===== src/rtl/ntt_pkg.sv =====
// ntt_pkg: shared bank/read-FSM state types and the bit-reversal helper.
package ntt_pkg;

    typedef enum logic [1:0] {FILLING, FULL, DRAINING} bank_state_t;
    typedef enum logic [1:0] {IDLE, LOAD, SHOW} rd_state_t;

    // Widest index the bit-reversal helper supports.
    localparam int REV_W = 16;

    // Reverse the low n bits of v; bits at and above n are returned as zero.
    function automatic logic [REV_W-1:0] bit_reverse(input logic [REV_W-1:0] v, input int n);
        logic [REV_W-1:0] r;
        r = '0;
        for (int i = 0; i < REV_W; i++)
            if (i < n) r[i] = v[n-1-i];
        return r;
    endfunction

endpackage


===== src/rtl/mod_reduce_once.sv =====
// mod_reduce_once: combinational single conditional subtract, maps [0, 2q) onto [0, q).
module mod_reduce_once #(
    parameter int W       = 32,
    parameter int MODULUS = 7681
) (
    input  logic [W-1:0] in_data,
    output logic [W-1:0] out_data
);

    assign out_data = (in_data >= W'(MODULUS)) ? in_data - W'(MODULUS) : in_data;

endmodule


===== src/rtl/ntt_output_reorder.sv =====
// ntt_output_reorder: ping-pong reorder buffer for NTT results; macro NTT_REORDER_BITREV_EN selects bit-reversed read order.
module ntt_output_reorder
    import ntt_pkg::*;
#(
    parameter int W       = 32,
    parameter int MODULUS = 7681,
    parameter int RADIX   = 8
) (
    input  logic                     clk,
    input  logic                     rst,
    input  logic                     in_valid,
    input  logic [W-1:0]             in_data,
    output logic                     out_valid,
    input  logic                     out_ready,
    output logic [W-1:0]             out_data,
    output logic [$clog2(RADIX)-1:0] out_index,
    output logic                     frame_done,
    output logic                     overflow
);

    localparam int LW = $clog2(RADIX);

    bank_state_t     bank_q [2];
    bank_state_t     bank_d [2];
    rd_state_t       st_q, st_d;
    logic            wr_ptr_q, wr_ptr_d, rd_ptr_q, rd_ptr_d, ovf_q, ovf_d, we;
    logic [LW-1:0]   wr_cnt_q, wr_cnt_d, rd_cnt_q, rd_cnt_d, idx_q, idx_d, rd_addr;
    logic [W-1:0]    data_q, data_d, red_data;
    logic [W-1:0]    mem_q [2][RADIX];

    mod_reduce_once #(.W(W), .MODULUS(MODULUS)) u_reduce (
        .in_data (in_data),
        .out_data(red_data)
    );

`ifdef NTT_REORDER_BITREV_EN
    logic [REV_W-1:0] rev_full;
    assign rev_full = bit_reverse(REV_W'(rd_cnt_q), LW);
    assign rd_addr  = rev_full[LW-1:0];
`else
    assign rd_addr = rd_cnt_q;
`endif

    // Outputs are forced quiet while reset is held; the last word of a frame flags frame_done on its handshake.
    assign out_valid  = rst && st_q == SHOW;
    assign out_data   = rst ? data_q : '0;
    assign out_index  = rst ? idx_q : '0;
    assign frame_done = out_valid && out_ready && rd_cnt_q == LW'(RADIX - 1);
    assign overflow   = rst && ovf_q;

    // Write side fills the current bank, read side walks the FULL bank through LOAD/SHOW pairs.
    always_comb begin
        bank_d   = bank_q;
        wr_ptr_d = wr_ptr_q;
        wr_cnt_d = wr_cnt_q;
        ovf_d    = ovf_q;
        st_d     = st_q;
        rd_ptr_d = rd_ptr_q;
        rd_cnt_d = rd_cnt_q;
        data_d   = data_q;
        idx_d    = idx_q;
        we       = 1'b0;
        if (in_valid) begin
            if (bank_q[wr_ptr_q] == FILLING) begin
                we       = 1'b1;
                wr_cnt_d = wr_cnt_q + 1'b1;
                if (wr_cnt_q == LW'(RADIX - 1)) begin
                    bank_d[wr_ptr_q] = FULL;
                    wr_ptr_d         = ~wr_ptr_q;
                end
            end else begin
                ovf_d = 1'b1;
            end
        end
        case (st_q)
            IDLE: if (bank_q[rd_ptr_q] == FULL) begin
                bank_d[rd_ptr_q] = DRAINING;
                st_d             = LOAD;
            end
            LOAD: begin
                data_d = mem_q[rd_ptr_q][rd_addr];
                idx_d  = rd_addr;
                st_d   = SHOW;
            end
            SHOW: if (out_ready) begin
                rd_cnt_d = rd_cnt_q + 1'b1;
                st_d     = LOAD;
                if (rd_cnt_q == LW'(RADIX - 1)) begin
                    bank_d[rd_ptr_q] = FILLING;
                    rd_ptr_d         = ~rd_ptr_q;
                    st_d             = IDLE;
                end
            end
            default: st_d = IDLE;
        endcase
    end

    // Bank storage; contents are left untouched by reset since the bank states discard them.
    always_ff @(posedge clk) begin
        if (we) mem_q[wr_ptr_q][wr_cnt_q] <= red_data;
    end

    // Control and output registers with synchronous active-low reset.
    always_ff @(posedge clk) begin
        if (!rst) begin
            bank_q   <= '{FILLING, FILLING};
            st_q     <= IDLE;
            wr_ptr_q <= 1'b0;
            rd_ptr_q <= 1'b0;
            wr_cnt_q <= '0;
            rd_cnt_q <= '0;
            ovf_q    <= 1'b0;
            data_q   <= '0;
            idx_q    <= '0;
        end else begin
            bank_q   <= bank_d;
            st_q     <= st_d;
            wr_ptr_q <= wr_ptr_d;
            rd_ptr_q <= rd_ptr_d;
            wr_cnt_q <= wr_cnt_d;
            rd_cnt_q <= rd_cnt_d;
            ovf_q    <= ovf_d;
            data_q   <= data_d;
            idx_q    <= idx_d;
        end
    end

endmodule


===== config.mk =====
export PLATFORM = sky130hd
export DESIGN_NAME = ntt_output_reorder
export DESIGN_NICKNAME = d
export VERILOG_FILES = /design/src/rtl/ntt_pkg.sv /design/src/rtl/mod_reduce_once.sv /design/src/rtl/ntt_output_reorder.sv
export SDC_FILE = /design/constraint.sdc
export NUM_CORES = 1
export LEC_CHECK = 0
export BUFFER_PORTS_ARGS = -buffer_cell sky130_fd_sc_hd__buf_2
export CORE_MARGIN = 5
export CORE_UTILIZATION = 46
export DETAILED_ROUTE_END_ITERATION = 16
export GPL_TIMING_DRIVEN = 0
export PLACE_DENSITY = 0.58
export SETUP_SLACK_MARGIN = 0.2
export SLEW_MARGIN = 20
export SYNTH_ARGS = -nofsm -noshare
export SYNTH_HDL_FRONTEND = slang
export SYNTH_HIERARCHICAL = 1
export SYNTH_SLANG_ARGS = --single-unit

===== constraint.sdc =====
create_clock -name clk -period 10.45 [get_ports clk]
set_input_delay 2.6125 -clock clk [delete_from_list [all_inputs] [get_ports clk]]
set_output_delay 2.6125 -clock clk [all_outputs]
set_load 0.02 [all_outputs]

### Word level (Yosys, flattened, before mapping)

Memories as Yosys holds them, arrays and structs flattened. A register that Yosys moved wholly into a read port is not among the register bits.
Cells that the tools add are included.

* reductions and logical operators: 15
* magnitude comparators: 8
* add/sub/neg operators: 3
* equal/unequal tests: 7
* muxes and demuxes: 35
* bitwise logic cells: 15

Operator list (count)
* two-way mux 256 bit: 1
* two-way mux 32 bit: 5
* binary-select mux 32 bit (select 3 bit): 1
* demux 32 bit (select 3 bit): 1
* >= comparator 32 x 13 -> 1 bit, second input constant: 1
* subtractor 32 x 13 -> 32 bit, second input constant: 1
* two-way mux 4 bit: 6
* two-way mux 2 bit: 10
* >= comparator 4 bit, second input constant: 2
* NOT 3 -> 4 bit: 2
* case mux 4 bit (2 select lines): 1
* AND reduction 2 bit: 4
* logical AND 1 bit: 7
* adder 3 x 1 -> 3 bit, second input constant: 2
* equality test 3 bit, second input constant: 2
* two-way mux 1 bit: 6
* case mux 2 bit (3 select lines): 1
* AND reduction 3 bit: 2
* bitwise AND 2 bit: 2
* bitwise AND 4 bit: 1
* demux 2 bit (select 1 bit): 2
* equality test 2 x 1 -> 1 bit, second input constant: 2
* >= comparator 2 bit, second input constant: 2
* logical NOT 2 bit: 2
* other kinds (10): 17

* RAM bits: 512
* memories kept: 1
* output and inout bits: 38
* register bits after elaboration: 50

Memory list
* mem_q: words 2, width 256, read ports 1, clocked after memory_dff 1, write ports 1, line ntt_output_reorder.sv:29 `logic [W-1:0] mem_q [2][RADIX];`

### Longest topological paths before layout

* depth after elaboration: 14
* depth in mapped cells: 8
* gate-level depth less buffers: 7

### By module

Netlist, hierarchy kept.

Modules (own cells, without submodules)
* ntt_output_reorder: area an instance 21434.3 µm², sequential area each 16395.7 µm², cells an instance 1048, instances 1
* mod_reduce_once: area an instance 904.6 µm², sequential area each 0.0 µm², cells an instance 116, instances 1

### Worst setup path before layout

OpenSTA, ideal clock, no wires.

* path kind: input to output
* from: input port rst
* to: output port out_index[0]
* data required time: 7.837 ns
* path buffers: 2
* slack: 4.566 ns
* arrival: 3.272 ns
* stages on the path: 3
* cells stage by stage: clkbuf_1 > clkbuf_1 > and2_1

* word-level cells in the longest chain between the ends: 1

Ends and longest elaborated chain
* from (decl): line ntt_output_reorder.sv:10 `input logic rst,`
* two-way mux 3 bit: line ntt_output_reorder.sv:47 `assign out_index = rst ? idx_q : '0;`
* to (decl): line ntt_output_reorder.sv:16 `output logic [$clog2(RADIX)-1:0] out_index,`

Every way passes these cells.

### Worst setup path after layout

* from: input port rst
* to: output port out_index[2]

The elaborated chain is that of the path after synthesis.

==> out/results.md <==
| Parameter | Value | Unit |
|---|---|---|
| Number of buffers created by CTS | 57 | - |
| Routed wire length | 54100 | um |
| Critical Path Start Type | primary input | - |
| Total Power Consumption | 0.00462 | W |
| Net count after synthesis | 1206 | - |
| Number of top-level pins | 74 | - |
| Headroom to the max-slew limit | 0.228 | - |
| Maxcap violations | 0 | - |
| Global-route usage over all layers | 0.205 | - |
| Number of gates resized after CTS | 0 | - |
| Effective utilization at floorplan | 0.467 | - |
| Proportion of register bits with asynchronous set or reset after synthesis | 0 | - |
| Number of endpoints with negative hold slack in the final report | 0 | - |
| Width of the die | 230 | um |
| Met2 routing resource usage after global routing | 0.311 | - |
| Met3 Usage GRT | 0.0374 | - |
| Post-detailed-placement half-perimeter wirelength | 36500 | um |
| Die outline area | 53100 | sq um |
| Post-detailed-route DRC marker count | 0 | - |
| Number of pins with negative max-slew slack in the final report | 0 | - |
| Worst-Skew Late Latency | 610 | ps |
| Fillers | 3734 | - |
| Critical Setup Path Class | primary input to primary output | - |
| Peak VDD IR | 0.000123 | V |
| Fraction of the mapped netlist area in compound gates | 0.0389 | - |
| Measured slew at the worst slew-check pin | 1150 | ps |
| Post-CTS Setup Bufs | 0 | - |
| Period utilization | 0.652 | - |
| Leakage power total | 8.42 | nW |
| Number of iterations in the first detailed-routing pass | 5 | - |
| Layout net count | 1377 | - |
| Die height | 230 | um |
| Distinct cell type count after synthesis | 58 | - |
| Number of sinks handled by clock tree synthesis | 563 | - |
| Maximum net fanout on the critical path | 10 | - |
| Average cell area after synthesis | 19.2 | sq um |
| Met1 demand-to-capacity share in global routing | 0.315 | - |
| Ordered list of cells on the worst path | buf_2 -> clkbuf_1 -> clkbuf_1 -> and2_1 -> buf_2 | - |
| Areal power density over the cells | 176 | nW/um^2 |
| CTS tree | done | - |
| PnR worst setup slack | 3640 | ps |
| Portion of netlist area occupied by mux cells | 0.142 | - |
| Root Buffer Master | sky130_fd_sc_hd__clkbuf_16 | - |
| Primary flip-flop cell chosen by synthesis mapping | sky130_fd_sc_hd__edfxtp_1 | - |
| Antenna violations before repair | 3 | - |
| Setup-violating endpoint count in the final report | 0 | - |
| GRT Max-Usage Layer | met1 | - |
| Buffers plus inverters on the worst setup path | 4 | - |
| Register bit total from synthesis | 563 | - |
| Standard cell core area | 47800 | sq um |
| Final antenna diode count | 0 | - |
| Area share of and/or/nand/nor cells after synthesis | 0.0518 | - |
| Worst Hold Margin | 450 | ps |
| Avg WL per Cell | 27.1 | um |
| Class of the tightest hold or removal check | register to register | - |
| Slowest stage cell on the critical path | sky130_fd_sc_hd__clkbuf_1 | - |
| EDFF count, synth | 512 | - |
| Combinational family with the most area after synthesis | multiplexers | - |
| Final weighted congestion of routability-driven global placement | 0.772 | - |
| Number of buffers inserted for hold repair after clock tree synthesis | 0 | - |
| Xor/xnor cell area share of the yosys netlist | 0.0137 | - |
| Largest net degree at the start of global routing | 19 | - |
| Type of element capturing the critical path | primary output | - |
| Number of vias per cell | 5.85 | - |
| Detail Route Antenna Nets | 0 | - |
| Cells after Synth | 1164 | - |
| Layout Skew | 13.2 | ps |
| Port Buf Inserts | 73 | - |
| Number of rows created at floorplan | 80 | - |
| Via count of the first global-routing pass | 11.7k | - |
| Worst Setup Slack post-DPL | 3620 | ps |
| Unrepaired setup endpoints after global routing | no | - |
| H-Tree Depth | 2 | - |
| Worst path required time | 7840 | ps |
| First DRT Iteration DRCs | 1167 | - |
| Remaining global-route overflow | 0 | - |
| Wire length of the first global-routing pass | 80300 | um |
| Proportion of synthesized chip area in sequential cells | 0.734 | - |
| Kind of cell with the highest combined delay on the critical path | buffers and inverters | - |
| Slowest cell delay on critical path | 600 | ps |
| Placed cell count | 1891 | - |
| Maximum achievable frequency | 147 | MHz |
| Min Tclk post-route | 6810 | ps |
| Max clock buf depth | 3 | - |
| Adder-cell share of the synthesized area | 0.00336 | - |
| Post-route setup TNS | 0 | ps |
| Number of vias after detailed routing | 11.7k | - |
| Finished Layout Cells | 1999 | - |
| Area growth from synthesis to layout | 17.8 | % |
| Data arrival time of the worst path | 4200 | ps |
| Yosys warning total | 6 | - |
| Worst-path clk slew | 60 | ps |
| Run status | finished, final reports clean | - |
| Share of layout cells above drive strength 1 | 0.302 | - |
| Synthesized area | 22300 | sq um |
## final timing paths
path / from / endpoint / slack [ps] / depth (start not counted)
worst max-delay path: rst / out_index[2] / 3640 / 5
worst min-delay path: idx_q[1]$_SDFFE_PN0N_ / idx_q[1]$_SDFFE_PN0N_ / 450 / 2
worst max register to register: wr_ptr_q$_SDFFE_PN0P_ / mem_q[0][229]$_DFFE_PP_ / 7610 / 5
worst min register to register: idx_q[1]$_SDFFE_PN0N_ / idx_q[1]$_SDFFE_PN0N_ / 450 / 2
## flip-flops by register name, indices dropped and copies added (netlist names), named ones only
register,count
wr_ptr_q,1
mem_q,512
idx_q,3
data_q,32
rd_ptr_q,1
ovf_q,1
st_q,2
rd_addr,3
wr_cnt_q,3
bank_q,4
## placed cells by master, fill, tap and decap left out, types with 7 or more instances in the layout
master,instances
sky130_fd_sc_hd__buf_16,17
sky130_fd_sc_hd__buf_6,10
sky130_fd_sc_hd__nor2_1,17
sky130_fd_sc_hd__clkinv_2,11
sky130_fd_sc_hd__mux4_2,115
sky130_fd_sc_hd__edfxtp_1,512
sky130_fd_sc_hd__a22oi_1,38
sky130_fd_sc_hd__and2_1,42
sky130_fd_sc_hd__o211ai_2,8
sky130_fd_sc_hd__clkbuf_1,43
sky130_fd_sc_hd__nand2b_1,8
sky130_fd_sc_hd__dfxtp_1,51
sky130_fd_sc_hd__o2111ai_1,7
sky130_fd_sc_hd__buf_2,91
sky130_fd_sc_hd__nand3_1,11
sky130_fd_sc_hd__nor3b_1,7
sky130_fd_sc_hd__o211ai_1,29
sky130_fd_sc_hd__mux2i_1,55
sky130_fd_sc_hd__clkbuf_8,7
sky130_fd_sc_hd__nand2_1,56
sky130_fd_sc_hd__clkbuf_16,57
sky130_fd_sc_hd__nor3_1,7
sky130_fd_sc_hd__nor2_4,12
sky130_fd_sc_hd__buf_4,24
sky130_fd_sc_hd__xnor2_2,28
## metal layers
layer	part of all wire	wire length (um)	vias up
li1	-	-	5085
met1	0.45	24400	6116
met2	0.46	24800	417
met3	0.073	3960	66
met4	0.019	1000	2
met5	0.00013	7	-
## Yosys cell counts (8+ instances only)
cell	count	area, sq um
sky130_fd_sc_hd__buf_4	8	60.1
sky130_fd_sc_hd__buf_2	18	90.1
sky130_fd_sc_hd__o211ai_2	8	100
sky130_fd_sc_hd__a22oi_1	38	285
sky130_fd_sc_hd__edfxtp_1	512	15400
sky130_fd_sc_hd__dfxtp_1	51	1020
sky130_fd_sc_hd__mux4_2	115	2590
sky130_fd_sc_hd__nand2_1	56	210
sky130_fd_sc_hd__mux2i_1	56	561
sky130_fd_sc_hd__buf_6	8	90.1
sky130_fd_sc_hd__xnor2_1	34	298
sky130_fd_sc_hd__clkbuf_1	26	97.6
sky130_fd_sc_hd__nand3_1	11	55.1
sky130_fd_sc_hd__and2_1	42	263
sky130_fd_sc_hd__o211ai_1	29	218
sky130_fd_sc_hd__nor2_1	29	109
sky130_fd_sc_hd__nor3_1	11	55.1
sky130_fd_sc_hd__nand2b_1	8	50.1
## area by class of cell
class / count / area [sq um] / share of cell area
sequential: 563 / 16400 / 0.623
tap: 615 / 769 / 0.0292
inverter: 5 / 18.8 / 0.000713
buffer: 62 / 345 / 0.0131
timing repair buffer: 112 / 1060 / 0.0401
clock inverter: 27 / 241 / 0.00918
clock buffer: 81 / 1590 / 0.0603
multi-input combinational: 534 / 5900 / 0.224
## power by group
| group | internal, W | leakage (nW) | switching, W | total (W) |
|---|---|---|---|---|
| logic | 0.0000445 | 2.49 | 0.0000954 | 0.000140 |
| registers | 0.00250 | 5.04 | 0.00000688 | 0.00250 |
| clock network | 0.00113 | 0.894 | 0.000849 | 0.00198 |
## cell families after synthesis
family	count (synthesis)
compound gates	112
xor+xnor	35
fa+ha+maj	6
buf+inv	67
flops	563
mux	173
simple gates	208
## tightest hold or removal path, cell delays in order (launching register included)
cell                       delay, ps
sky130_fd_sc_hd__dfxtp_1         310
sky130_fd_sc_hd__nand2_1          50
sky130_fd_sc_hd__a21boi_1         50
## stage by stage
stage,utilization,instance area (sq um)
final,0.550,26300
after global placement,0.491,23500
after detailed placement,0.509,24400
after CTS,0.547,26200
after global routing,0.550,26300
after floorplan,-,22300
(Power assumes the default switching activity.)
